===== config.mk =====
export PLATFORM = sky130hd
export DESIGN_NAME = load_store_unit
export DESIGN_NICKNAME = d
export VERILOG_FILES = /design/src/rtl/load_store_unit_pkg.sv /design/src/rtl/lsu_data_align.sv /design/src/rtl/load_store_unit.sv
export SDC_FILE = /design/constraint.sdc
export NUM_CORES = 1
export LEC_CHECK = 0
export ABC_AREA = 1
export CAP_MARGIN = 15
export CELL_PAD_IN_SITES_DETAIL_PLACEMENT = 1
export CELL_PAD_IN_SITES_GLOBAL_PLACEMENT = 2
export CORE_ASPECT_RATIO = 0.5
export CORE_UTILIZATION = 27
export DETAILED_ROUTE_END_ITERATION = 16
export MAX_ROUTING_LAYER = met4
export PLACE_DENSITY = 0.93
export SLEW_MARGIN = 30
export SYNTH_ARGS = -nofsm -noshare
export SYNTH_HDL_FRONTEND = slang
export SYNTH_SLANG_ARGS = --single-unit

===== constraint.sdc =====
create_clock -name clk_i -period 2.3 [get_ports clk_i]
set_input_delay 0.69 -clock clk_i [delete_from_list [all_inputs] [get_ports clk_i]]
set_output_delay 0.69 -clock clk_i [all_outputs]
set_load 0.02 [all_outputs]

===== src/rtl/load_store_unit_pkg.sv =====
// Shared definitions for the load/store unit: funct3 width codes, FSM states
// and the access-legality check used when a request is accepted.
package load_store_unit_pkg;

  localparam logic [2:0] F3_B  = 3'b000;
  localparam logic [2:0] F3_H  = 3'b001;
  localparam logic [2:0] F3_W  = 3'b010;
  localparam logic [2:0] F3_BU = 3'b100;
  localparam logic [2:0] F3_HU = 3'b101;

  typedef enum logic [1:0] {
    ST_IDLE    = 2'd0,
    ST_RD_WAIT = 2'd1,
    ST_WRITE   = 2'd2,
    ST_DONE    = 2'd3
  } lsu_state_e;

  // Illegal width codes, unsigned stores, and misaligned half/word accesses.
  function automatic logic access_fault(input logic       store,
                                        input logic [2:0] funct3,
                                        input logic [1:0] offset);
    logic f;
    case (funct3)
      F3_B:    f = 1'b0;
      F3_BU:   f = store;
      F3_H:    f = offset[0];
      F3_HU:   f = store | offset[0];
      F3_W:    f = (offset != 2'b00);
      default: f = 1'b1;
    endcase
    return f;
  endfunction

endpackage


===== src/rtl/lsu_data_align.sv =====
// Byte-lane steering between the word-wide memory bus and RV32I sub-word
// accesses: load extract/extend and store read-modify-write merge.
module lsu_data_align
  import load_store_unit_pkg::*;
#(
  parameter int N = 32
) (
  input  logic [2:0]   funct3_i,
  input  logic [1:0]   offset_i,
  input  logic [N-1:0] rdata_i,
  input  logic [N-1:0] wdata_i,
  output logic [N-1:0] load_o,
  output logic [N-1:0] merge_o
);

  logic [4:0]   shamt;
  logic [N-1:0] shifted;
  logic [N-1:0] lane_mask;
  logic [N-1:0] lane_data;

  assign shamt   = {offset_i, 3'b000};
  assign shifted = rdata_i >> shamt;

  // Load result: addressed byte/half moved to bit 0, then sign or zero extended.
  always_comb begin
    case (funct3_i)
      F3_B:    load_o = {{(N-8){shifted[7]}}, shifted[7:0]};
      F3_BU:   load_o = {{(N-8){1'b0}}, shifted[7:0]};
      F3_H:    load_o = {{(N-16){shifted[15]}}, shifted[15:0]};
      F3_HU:   load_o = {{(N-16){1'b0}}, shifted[15:0]};
      default: load_o = rdata_i;
    endcase
  end

  // Store merge: only the addressed lane(s) take store data, the rest keep the read word.
  always_comb begin
    case (funct3_i)
      F3_B: begin
        lane_mask = {{(N-8){1'b0}}, 8'hFF} << shamt;
        lane_data = {{(N-8){1'b0}}, wdata_i[7:0]} << shamt;
      end
      F3_H: begin
        lane_mask = {{(N-16){1'b0}}, 16'hFFFF} << shamt;
        lane_data = {{(N-16){1'b0}}, wdata_i[15:0]} << shamt;
      end
      default: begin
        lane_mask = '1;
        lane_data = wdata_i;
      end
    endcase
  end

  assign merge_o = (rdata_i & ~lane_mask) | (lane_data & lane_mask);

endmodule


===== src/rtl/load_store_unit.sv =====
// CPU-side initiator for the word-only data memory bus. Executes one RV32I
// load/store per request; sub-word stores are read-modify-write.
module load_store_unit
  import load_store_unit_pkg::*;
#(
  parameter int N         = 32,
  parameter int READ_WAIT = 1
) (
  input  logic         clk_i,
  input  logic         rst_ni,
  input  logic         req_i,
  input  logic         store_i,
  input  logic [2:0]   funct3_i,
  input  logic [N-1:0] addr_i,
  input  logic [N-1:0] store_data_i,
  output logic         busy_o,
  output logic         done_o,
  output logic         fault_o,
  output logic [N-1:0] load_data_o,
  output logic         mem_we_o,
  output logic [N-1:0] mem_addr_o,
  output logic [N-1:0] mem_write_data_o,
  input  logic [N-1:0] mem_read_data_i
);

  if (READ_WAIT < 1) begin : g_bad_read_wait
    $error("load_store_unit: READ_WAIT must be at least 1");
  end

  localparam int            CW       = (READ_WAIT > 1) ? $clog2(READ_WAIT) : 1;
  localparam logic [CW-1:0] CNT_LOAD = CW'(READ_WAIT - 1);

  lsu_state_e    state_q;
  logic [CW-1:0] cnt_q;
  logic          store_q;
  logic [2:0]    funct3_q;
  logic [1:0]    off_q;
  logic [N-1:0]  store_data_q;
  logic          fault_q;
  logic [N-1:0]  load_data_q;
  logic [N-1:0]  mem_addr_q;
  logic [N-1:0]  mem_wdata_q;

  logic [N-1:0]  align_load;
  logic [N-1:0]  align_merge;

  lsu_data_align #(.N(N)) u_align (
    .funct3_i (funct3_q),
    .offset_i (off_q),
    .rdata_i  (mem_read_data_i),
    .wdata_i  (store_data_q),
    .load_o   (align_load),
    .merge_o  (align_merge)
  );

  // Request latch, read-wait down-counter and sequencing FSM.
  always_ff @(posedge clk_i or negedge rst_ni) begin
    if (!rst_ni) begin
      state_q      <= ST_IDLE;
      cnt_q        <= '0;
      store_q      <= 1'b0;
      funct3_q     <= F3_B;
      off_q        <= 2'b00;
      store_data_q <= '0;
      fault_q      <= 1'b0;
      load_data_q  <= '0;
      mem_addr_q   <= '0;
      mem_wdata_q  <= '0;
    end else begin
      case (state_q)
        ST_IDLE: begin
          if (req_i) begin
            store_q      <= store_i;
            funct3_q     <= funct3_i;
            off_q        <= addr_i[1:0];
            store_data_q <= store_data_i;
            mem_addr_q   <= {addr_i[N-1:2], 2'b00};
            cnt_q        <= CNT_LOAD;
            if (access_fault(store_i, funct3_i, addr_i[1:0])) begin
              fault_q <= 1'b1;
              state_q <= ST_DONE;
            end else if (store_i && (funct3_i == F3_W)) begin
              mem_wdata_q <= store_data_i;
              state_q     <= ST_WRITE;
            end else begin
              state_q <= ST_RD_WAIT;
            end
          end
        end
        ST_RD_WAIT: begin
          if (cnt_q == '0) begin
            if (store_q) begin
              mem_wdata_q <= align_merge;
              state_q     <= ST_WRITE;
            end else begin
              load_data_q <= align_load;
              state_q     <= ST_DONE;
            end
          end else begin
            cnt_q <= cnt_q - CW'(1);
          end
        end
        ST_WRITE: state_q <= ST_DONE;
        ST_DONE: begin
          fault_q <= 1'b0;
          state_q <= ST_IDLE;
        end
        default: state_q <= ST_IDLE;
      endcase
    end
  end

  assign busy_o           = (state_q != ST_IDLE);
  assign done_o           = (state_q == ST_DONE);
  assign mem_we_o         = (state_q == ST_WRITE);
  assign fault_o          = fault_q;
  assign load_data_o      = load_data_q;
  assign mem_addr_o       = mem_addr_q;
  assign mem_write_data_o = mem_wdata_q;

endmodule


==> qor.csv, run 1 <==
stage,metric,value,unit
cts,clkLatencyLatePin,0.44,ns
min_path,holdCritPathClass,in2async,
drt,vias,7886,
floorplan,die-height,121,µm
logic_synthesis,synth_top_flop_cell,sky130_fd_sc_hd__dfrtp_1,
logic_synthesis,ys_types,32,
critical_path,worstReg2RegEnd,load_data_o[12]$_DFFE_PN0P_,
floorplan,die_area,29100,µm²
logic_synthesis,async_flop_share,100,%
placed_design,dpl_worst_slack,-0.00831,ns
floorplan,std_cell_rows,43,
cts,cts_made_buffers,17,
critical_path,worstSetupPathType,reg2out,
cts,cts_post_setup_buffers_inserted,0,
cts,clkTransAtPathRegs,0.06,ns
cells_and_area,final-instance-count-excl-fill,1674,
floorplan,io_pins,203,
cells_and_area,drive_gt1_share,7.97,%
outcome,run_status,finished clean,
run,timing.max_cap.violations,0,
global_routing,grt_remaining_overflow,0,
drt,detail_route.wl_per_cell,18.0,µm
global_routing,grt_pass1_wl,47.0,mm
pwr,fin_total_pwr,16800,µW
critical_path,setup.worst_path.end_class,primary output,
pwr,power.density_cell_area,1580,nW/µm²
drt,detail_route.vias_per_cell,4.71,
timing,finalCritPeriodShare,96.5,%
logic_synthesis,postSynthRegisterBits,135,
cells_and_area,fill_cells,3485,
logic_synthesis,syn_area,7650,µm²
floorplan,fp.dieW,240,µm
drt,drtPass1Iterations,5,
logic_synthesis,synth_enable_flop_cells,0,
timing,setup_repair_after_global_routing_missed_its_margin,no,
timing,relSlewSlack,45.2,%
logic_synthesis,synth_seq_area_share,44.2,%
global_routing,grt_pass1_vias,8374,
timing,setup_ws,0.0810,ns
placed_design,detailedPlacementHpwl,22.9,mm
pwr,p_leak,0.00522,µW
drt,post-route-drc-count,0,
timing,slew_viol_final,0,
drt,wl,30.1,mm
cells_and_area,multi_input_comb_area,3550,µm²
logic_synthesis,synth.top_cell.area_share,44.2,%
cts,numClockSinks,135,
critical_path,critPathArrivalTime,1.53,ns
cts,cts_root_buffer,sky130_fd_sc_hd__clkbuf_16,
cells_and_area,area_delta_synth_final,39.3,%
critical_path,critical-path-slowest-cell,sky130_fd_sc_hd__dfrtp_1,
timing,final-hold-violation-count,0,
placed_design,placement.io_buffers,200,
critical_path,critical_path_peak_fanout,4,
placed_design,placed_cell_area,10100,µm²
timing,min_period,2.22,ns
placed_design,placed_cells_incl_taps,1642,
floorplan,initial_utilization,27.6,%
cells_and_area,post-route-util,38.4,%
cells_and_area,seqCellArea,3380,µm²
logic_synthesis,synth_largest_area_cell,sky130_fd_sc_hd__dfrtp_1,
logic_synthesis,postSynthCellCount,1089,
cts,post_cts_resize_count,5,
global_routing,grt_util_all_layers,21.9,%
drt,detailedRoute.firstIterationViolations,477,
logic_synthesis,synth.avg_cell_area,7.03,µm²
cts,cts_hold_buffers,0,
cts,number_of_h_tree_levels,4,
critical_path,r2r_slack,0.25,ns
critical_path,path_cells,inv_1 > ha_1 > dlygate4sd2_1,
cells_and_area,post-route-cell-area,10700,µm²
logic_synthesis,yosys-top-cells-area,"sky130_fd_sc_hd__dfrtp_1 44%, sky130_fd_sc_hd__nand2_1 21%, sky130_fd_sc_hd__nor2_1 6.0%, sky130_fd_sc_hd__inv_1 5.1%, sky130_fd_sc_hd__a21oi_1 4.3%",
cts,cts_tree,built,
drt,antenna_left,0,
critical_path,r2r-start,state_q[1]$_DFFE_PN0P_,
global_routing,antenna_violations_before_repair,0,
global_routing,grt_max_degree,49,
critical_path,crit_path_max_incr_delay,0.41,ns
timing,report.final.setup_viol,0,
critical_path,rr_worst_depth,8,
logic_synthesis,ys.warnings.count,0,
floorplan,coreArea,27800,µm²
pwr,vdd.ir_drop.worst,0.554,mV
placed_design,finalWeightedCongestion,0.912,
timing,skew,0.00641,ns
cts,clock_path_buffers,2,
cells_and_area,design.final.nets,1387,
critical_path,worstSetupStartpointType,flop,
timing,achievable-frequency,451,MHz
timing,worstMarginPinSlew,0.821,ns
critical_path,cp.required,1.61,ns
cells_and_area,antenna-diode-count,0,
==> flip-flops by register name, summed over array words and instances, names as in the netlist <==
signal,count
funct3_q,3
mem_addr_o,30
store_q,1
state_q,2
load_data_o,32
off_q,2
fault_o,1
mem_write_data_o,32
store_data_q,32
==> kinds of logic (layout without fill, tap and decap cells) <==
| kind of cell | count (synthesis) | in the layout | synth area share, % |
|---|---|---|---|
| and+or+nand+nor | 620 | 620 | 33.5 |
| buffers and inverters | 166 | 368 | 9.50 |
| AOI/OAI and AO/OA | 162 | 162 | 12.0 |
| DFF | 135 | 135 | 44.2 |
| adders and majority gates | 5 | 5 | 0.818 |
| other | 1 | 2 | 0.0490 |
==> cells in the mapped netlist (3+ instances only) <==
cell,count
sky130_fd_sc_hd__o21bai_2,10
sky130_fd_sc_hd__nand2_2,7
sky130_fd_sc_hd__buf_2,9
sky130_fd_sc_hd__dfrtp_1,135
sky130_fd_sc_hd__buf_6,8
sky130_fd_sc_hd__inv_1,103
sky130_fd_sc_hd__o211ai_1,7
sky130_fd_sc_hd__a21oi_1,65
sky130_fd_sc_hd__clkbuf_1,30
sky130_fd_sc_hd__nor2_4,4
sky130_fd_sc_hd__nand2_4,5
sky130_fd_sc_hd__buf_1,3
sky130_fd_sc_hd__o21bai_1,7
sky130_fd_sc_hd__nand3_1,48
sky130_fd_sc_hd__nor2_1,122
sky130_fd_sc_hd__inv_2,6
sky130_fd_sc_hd__o21ai_0,64
sky130_fd_sc_hd__ha_1,5
sky130_fd_sc_hd__o21ai_1,7
sky130_fd_sc_hd__buf_4,5
sky130_fd_sc_hd__nand2_1,424
==> worst max-delay path by stage <==
stage,cells after the start,startpoint,to,slack (ns)
2_1_floorplan,9,state_q[0]$_DFFE_PN0P_,mem_write_data_o[12]$_DFFE_PN0P_,0.53
3_3_place_gp,9,mem_read_data_i[23],load_data_o[31]$_DFFE_PN0P_,0.11
3_5_place_dp,9,mem_read_data_i[23],load_data_o[18]$_DFFE_PN0P_,-0.008
4_1_cts,4,state_q[0]$_DFFE_PN0P_,busy_o,0.03
5_1_grt,3,state_q[0]$_DFFE_PN0P_,mem_we_o,0.002
6_report,3,state_q[0]$_DFFE_PN0P_,mem_we_o,0.08
==> cell type report <==
cell class,instances,share of cell area [%]
tap,382,4.48
timing repair buffer,226,21.1
clock inverter,12,1.20
inverter,110,3.90
sequential,135,31.7
clock buffer,20,4.28
multi-input combinational,789,33.3
==> worst max-delay path: cells and delay by family, from the launching register on <==
family,cells,cell delay (ns)
adders and majority gates,1,0.20
buffers and inverters,2,0.47
DFF,1,0.41
==> power breakdown <==
| group | total [µW] | internal, µW | switching [µW] |
|---|---|---|---|
| sequential | 4390 | 3560 | 833 |
| combinational | 9650 | 3640 | 6010 |
| clock | 2780 | 1650 | 1130 |
==> layout by cell type (no fill, tap or decap), types with 2 or more instances in the layout <==
cell                              count
sky130_fd_sc_hd__nand2_1            423
sky130_fd_sc_hd__clkdlybuf4s50_1    196
sky130_fd_sc_hd__dfrtp_1            135
sky130_fd_sc_hd__nor2_1             122
sky130_fd_sc_hd__inv_1              103
sky130_fd_sc_hd__a21oi_1             65
sky130_fd_sc_hd__o21ai_0             64
sky130_fd_sc_hd__nand3_1             48
sky130_fd_sc_hd__buf_4               21
sky130_fd_sc_hd__clkbuf_16           17
sky130_fd_sc_hd__o21bai_2            10
sky130_fd_sc_hd__nand2_2              8
sky130_fd_sc_hd__o21ai_1              7
sky130_fd_sc_hd__o21bai_1             7
sky130_fd_sc_hd__o211ai_1             7
sky130_fd_sc_hd__inv_2                6
sky130_fd_sc_hd__nand2_4              5
sky130_fd_sc_hd__ha_1                 5
sky130_fd_sc_hd__buf_12               5
sky130_fd_sc_hd__nor2_4               4
sky130_fd_sc_hd__clkinv_2             4
sky130_fd_sc_hd__clkinvlp_4           4
sky130_fd_sc_hd__nor2_8               2
sky130_fd_sc_hd__nand3_4              2
sky130_fd_sc_hd__a21oi_2              2
sky130_fd_sc_hd__nand3_2              2
sky130_fd_sc_hd__conb_1               2
sky130_fd_sc_hd__bufinv_16            2
sky130_fd_sc_hd__clkbuf_8             2
sky130_fd_sc_hd__clkinv_4             2
sky130_fd_sc_hd__dlygate4sd2_1        2
==> layer usage <==
layer | wire (µm) | up-vias | share of wire (%) | GRT usage (%)
met1 | 13700 | 3953 | 46 | 28.0
met4 | 518 | 0 | 1.7 | 5.93
li1 | - | 3741 | - | -
met3 | 1250 | 38 | 4.2 | 4.44
met2 | 14600 | 154 | 49 | 35.3
met5 | 0 | - | 0 | -
==> metrics by stage <==
step / hold WS, ns / TNS (ns)
detailed placement: 0.469 / -0.00831
global placement: 0.463 / 0
floorplan: 0.394 / 0
global route: 0.226 / 0
finish: 0.208 / 0
CTS: 0.206 / 0
Note: power is estimated with default switching activity, not from simulation.
==> run 2: changes to the inputs <==
--- a/config.mk
+++ b/config.mk
@@ -12,6 +12,7 @@
 export CORE_ASPECT_RATIO = 0.5
 export CORE_UTILIZATION = 27
 export DETAILED_ROUTE_END_ITERATION = 16
+export GPL_TIMING_DRIVEN = 0
 export MAX_ROUTING_LAYER = met4
 export PLACE_DENSITY = 0.93
 export SLEW_MARGIN = 30
==> qor.csv, run 2 (synthesis gave the netlist of run 1 again) <==
stage,metric,value,unit,change
outcome,run_status,finished clean,,
pwr,vdd.ir_drop.worst,0.517,mV,-6.8%
floorplan,coreArea,27800,µm²,unchanged
floorplan,fp.dieW,240,µm,unchanged
drt,detail_route.wl_per_cell,18.0,µm,-0.10%
critical_path,crit_buf_inv,5,,+3
floorplan,io_pins,203,,unchanged
cts,clock_path_buffers,2,,unchanged
pwr,internal_power_of_the_cells,9430,µW,+6.6%
timing,report.final.setup_viol,0,,unchanged
critical_path,crit_path_max_incr_delay,0.40,ns,about the same
cells_and_area,design.final.nets,1421,,+2.5%
timing,skew,0.00657,ns,+0.000162 ns
global_routing,grt_pass1_vias,8526,,+1.8%
cts,cts_tree,built,,
global_routing,grt_util_all_layers,22.5,%,+0.63 points
drt,drtPass1Iterations,4,,-1
min_path,holdCritPathClass,in2async,,
timing,worstMarginPinSlew,0.662,ns,-0.159 ns
floorplan,std_cell_rows,43,,unchanged
cts,number_of_h_tree_levels,4,,unchanged
critical_path,critical-path-slowest-cell,sky130_fd_sc_hd__dfrtp_1,,
critical_path,cp.required,2.61,ns,+1.00 ns
critical_path,critical_path_peak_fanout,10,,+6
cells_and_area,drive_gt1_share,8.23,%,+0.25 points
pwr,p_leak,0.00532,µW,+1.9%
global_routing,grt_pass1_wl,48.2,mm,+2.4%
global_routing,antenna_violations_before_repair,0,,unchanged
timing,achievable-frequency,451,MHz,about the same
critical_path,crit_path_frequent_cell,sky130_fd_sc_hd__buf_4,,
cells_and_area,layout.cells.most_common,sky130_fd_sc_hd__nand2_1,,
timing,finalHoldWorstSlack,0.246,ns,+0.0373 ns
pwr,power.density_cell_area,1610,nW/µm²,+2.4%
timing,finalCritPeriodShare,96.4,%,about the same
timing,relSlewSlack,55.9,%,+11 points
pwr,pwr-share-clk,18.0,%,+1.5 points
cells_and_area,antenna-diode-count,0,,unchanged
pwr,combPwrFrac,57.3,%,about the same
floorplan,initial_utilization,27.6,%,unchanged
cells_and_area,post-route-util,39.2,%,+0.76 points
critical_path,worstSetupStartpointType,flop,,
floorplan,die_area,29100,µm²,unchanged
placed_design,placement.io_buffers,200,,unchanged
cts,cts_root_buffer,sky130_fd_sc_hd__clkbuf_16,,
timing,setup_ws,0.0818,ns,+0.000767 ns
cts,clkLatencyLatePin,0.43,ns,about the same
critical_path,setup.worst_path.end_class,flop,,
cells_and_area,area_delta_synth_final,42.1,%,
critical_path,timing.critical_path.max_delay_family,buffers and inverters,,
drt,detail_route.vias_per_cell,4.66,,-0.99%
drt,detailedRoute.firstIterationViolations,464,,-2.7%
placed_design,finalWeightedCongestion,0.899,,-1.5%
placed_design,detailedPlacementHpwl,23.9,mm,+4.4%
cts,numClockSinks,135,,unchanged
drt,vias,7962,,+0.96%
floorplan,die-height,121,µm,unchanged
critical_path,path_cells,inv_1 > ha_1 > buf_2 > inv_4 > nor2_4 > buf_4 > nor3_4 > nand2_2 > buf_4 > nor2_1 > a21oi_1,,
cts,cts_made_buffers,17,,unchanged
global_routing,grt_remaining_overflow,0,,unchanged
global_routing,grt_max_degree,78,,+59%
pwr,sequentialPowerShare,24.7,%,-1.4 points
drt,post-route-drc-count,0,,unchanged
cells_and_area,fill_cells,3480,,-0.14%
timing,min_period,2.22,ns,-0.000767 ns
pwr,switching_part_of_the_total,46.3,%,-1.1 points
critical_path,worstSetupPathType,reg2reg,,
drt,antenna_left,0,,unchanged
drt,wl,30.7,mm,+1.9%
timing,slew_viol_final,0,,unchanged
pwr,fin_total_pwr,17600,µW,+4.4%
placed_design,dpl_worst_slack,-0.326,ns,-0.318 ns
cts,clkTransAtPathRegs,0.06,ns,about the same
timing,final-hold-violation-count,0,,unchanged
pwr,power_switching,8130,µW,+2.0%
critical_path,critPathArrivalTime,2.53,ns,+1.00 ns
run,timing.max_cap.violations,0,,unchanged
cells_and_area,commonest_non_fill_non_tap_cells_in_the_layout,"424 x sky130_fd_sc_hd__nand2_1, 196 x sky130_fd_sc_hd__clkdlybuf4s50_1, 135 x sky130_fd_sc_hd__dfrtp_1, 122 x sky130_fd_sc_hd__nor2_1, 103 x sky130_fd_sc_hd__inv_1",,
## run 2: changes by cell type in the layout (fill, tap and decap cells not counted), moves of 2 or more
cell / change
sky130_fd_sc_hd__buf_2: +8
sky130_fd_sc_hd__buf_12: -4
sky130_fd_sc_hd__buf_8: +2
sky130_fd_sc_hd__buf_6: +7
sky130_fd_sc_hd__clkbuf_2: +6
sky130_fd_sc_hd__clkinv_4: -2
sky130_fd_sc_hd__buf_4: -13
sky130_fd_sc_hd__buf_1: +2
sky130_fd_sc_hd__clkbuf_1: +24
sky130_fd_sc_hd__bufinv_16: +4
## run 2: layout make-up
class | count | area (µm²) | share of cell area (%)
flip-flops and latches | 135 | 3380 | 31.1
clock inverters | 13 | 226 | 2.08
clock buffers | 18 | 439 | 4.04
multi-input cells | 789 | 3550 | 32.6
plain buffers | 56 | 322 | 2.96
repair buffers | 204 | 2060 | 19.0
inverters | 110 | 418 | 3.84
well taps | 382 | 478 | 4.40
## run 2: worst paths after layout
kind / slack, ns / from / cells after the start / end
min in group clk_i: 0.48 / load_data_o[0]$_DFFE_PN0P_ / 2 / load_data_o[0]$_DFFE_PN0P_
min: 0.25 / rst_ni / 1 / load_data_o[3]$_DFFE_PN0P_
min reg2reg: 0.48 / load_data_o[0]$_DFFE_PN0P_ / 2 / load_data_o[0]$_DFFE_PN0P_
max in group asynchronous: 1.32 / rst_ni / 2 / off_q[1]$_DFFE_PN0P_
max reg2reg: 0.08 / state_q[1]$_DFFE_PN0P_ / 11 / mem_write_data_o[15]$_DFFE_PN0P_
max: 0.08 / state_q[1]$_DFFE_PN0P_ / 11 / mem_write_data_o[15]$_DFFE_PN0P_
## run 2: worst register-to-register path: stages, from the launching register on
cell and delay, ns:
sky130_fd_sc_hd__dfrtp_1 0.40, sky130_fd_sc_hd__inv_1 0.10, sky130_fd_sc_hd__ha_1 0.18, sky130_fd_sc_hd__buf_2 0.18, sky130_fd_sc_hd__inv_4 0.14, sky130_fd_sc_hd__nor2_4 0.07, sky130_fd_sc_hd__buf_4 0.15, sky130_fd_sc_hd__nor3_4 0.20
sky130_fd_sc_hd__nand2_2 0.15, sky130_fd_sc_hd__buf_4 0.24, sky130_fd_sc_hd__nor2_1 0.21, sky130_fd_sc_hd__a21oi_1 0.10
## run 2: metrics by stage
step	setup TNS (ns)	std cells	instance area (µm²)
floorplan	0	1090	7650
detailed placement	-17.35	1673	10200
global placement	-700.02	1672	10100
CTS	0	1705	10800
finish	0	1707	10900
global route	-0.00232	1707	10900
## run 2: routing by layer
metal | share of wire, % | global-route usage, % | vias up
met5 | 0 | - | -
met4 | 1.9 | 6.05 | 0
met3 | 4.8 | 4.82 | 44
met2 | 48 | 36.8 | 186
met1 | 45 | 28.3 | 3924
li1 | - | - | 3808
## run 2: what timing repair did
item,in CTS,in global routing
endpoints found under the setup margin,6,70
hold buffers,0,0
gates resized for setup,5,15
buffers inserted,1,2
pin swaps,1,1
## run 2: power groups by stage
stage	clock network [µW]	logic (µW)	registers, µW
final	3160	10100	4330
after global routing	3320	11100	4480
after CTS	3230	10100	4350
after detailed placement	0	9960	4360
after global placement	0	9700	4300
after floorplan	0	5150	5160
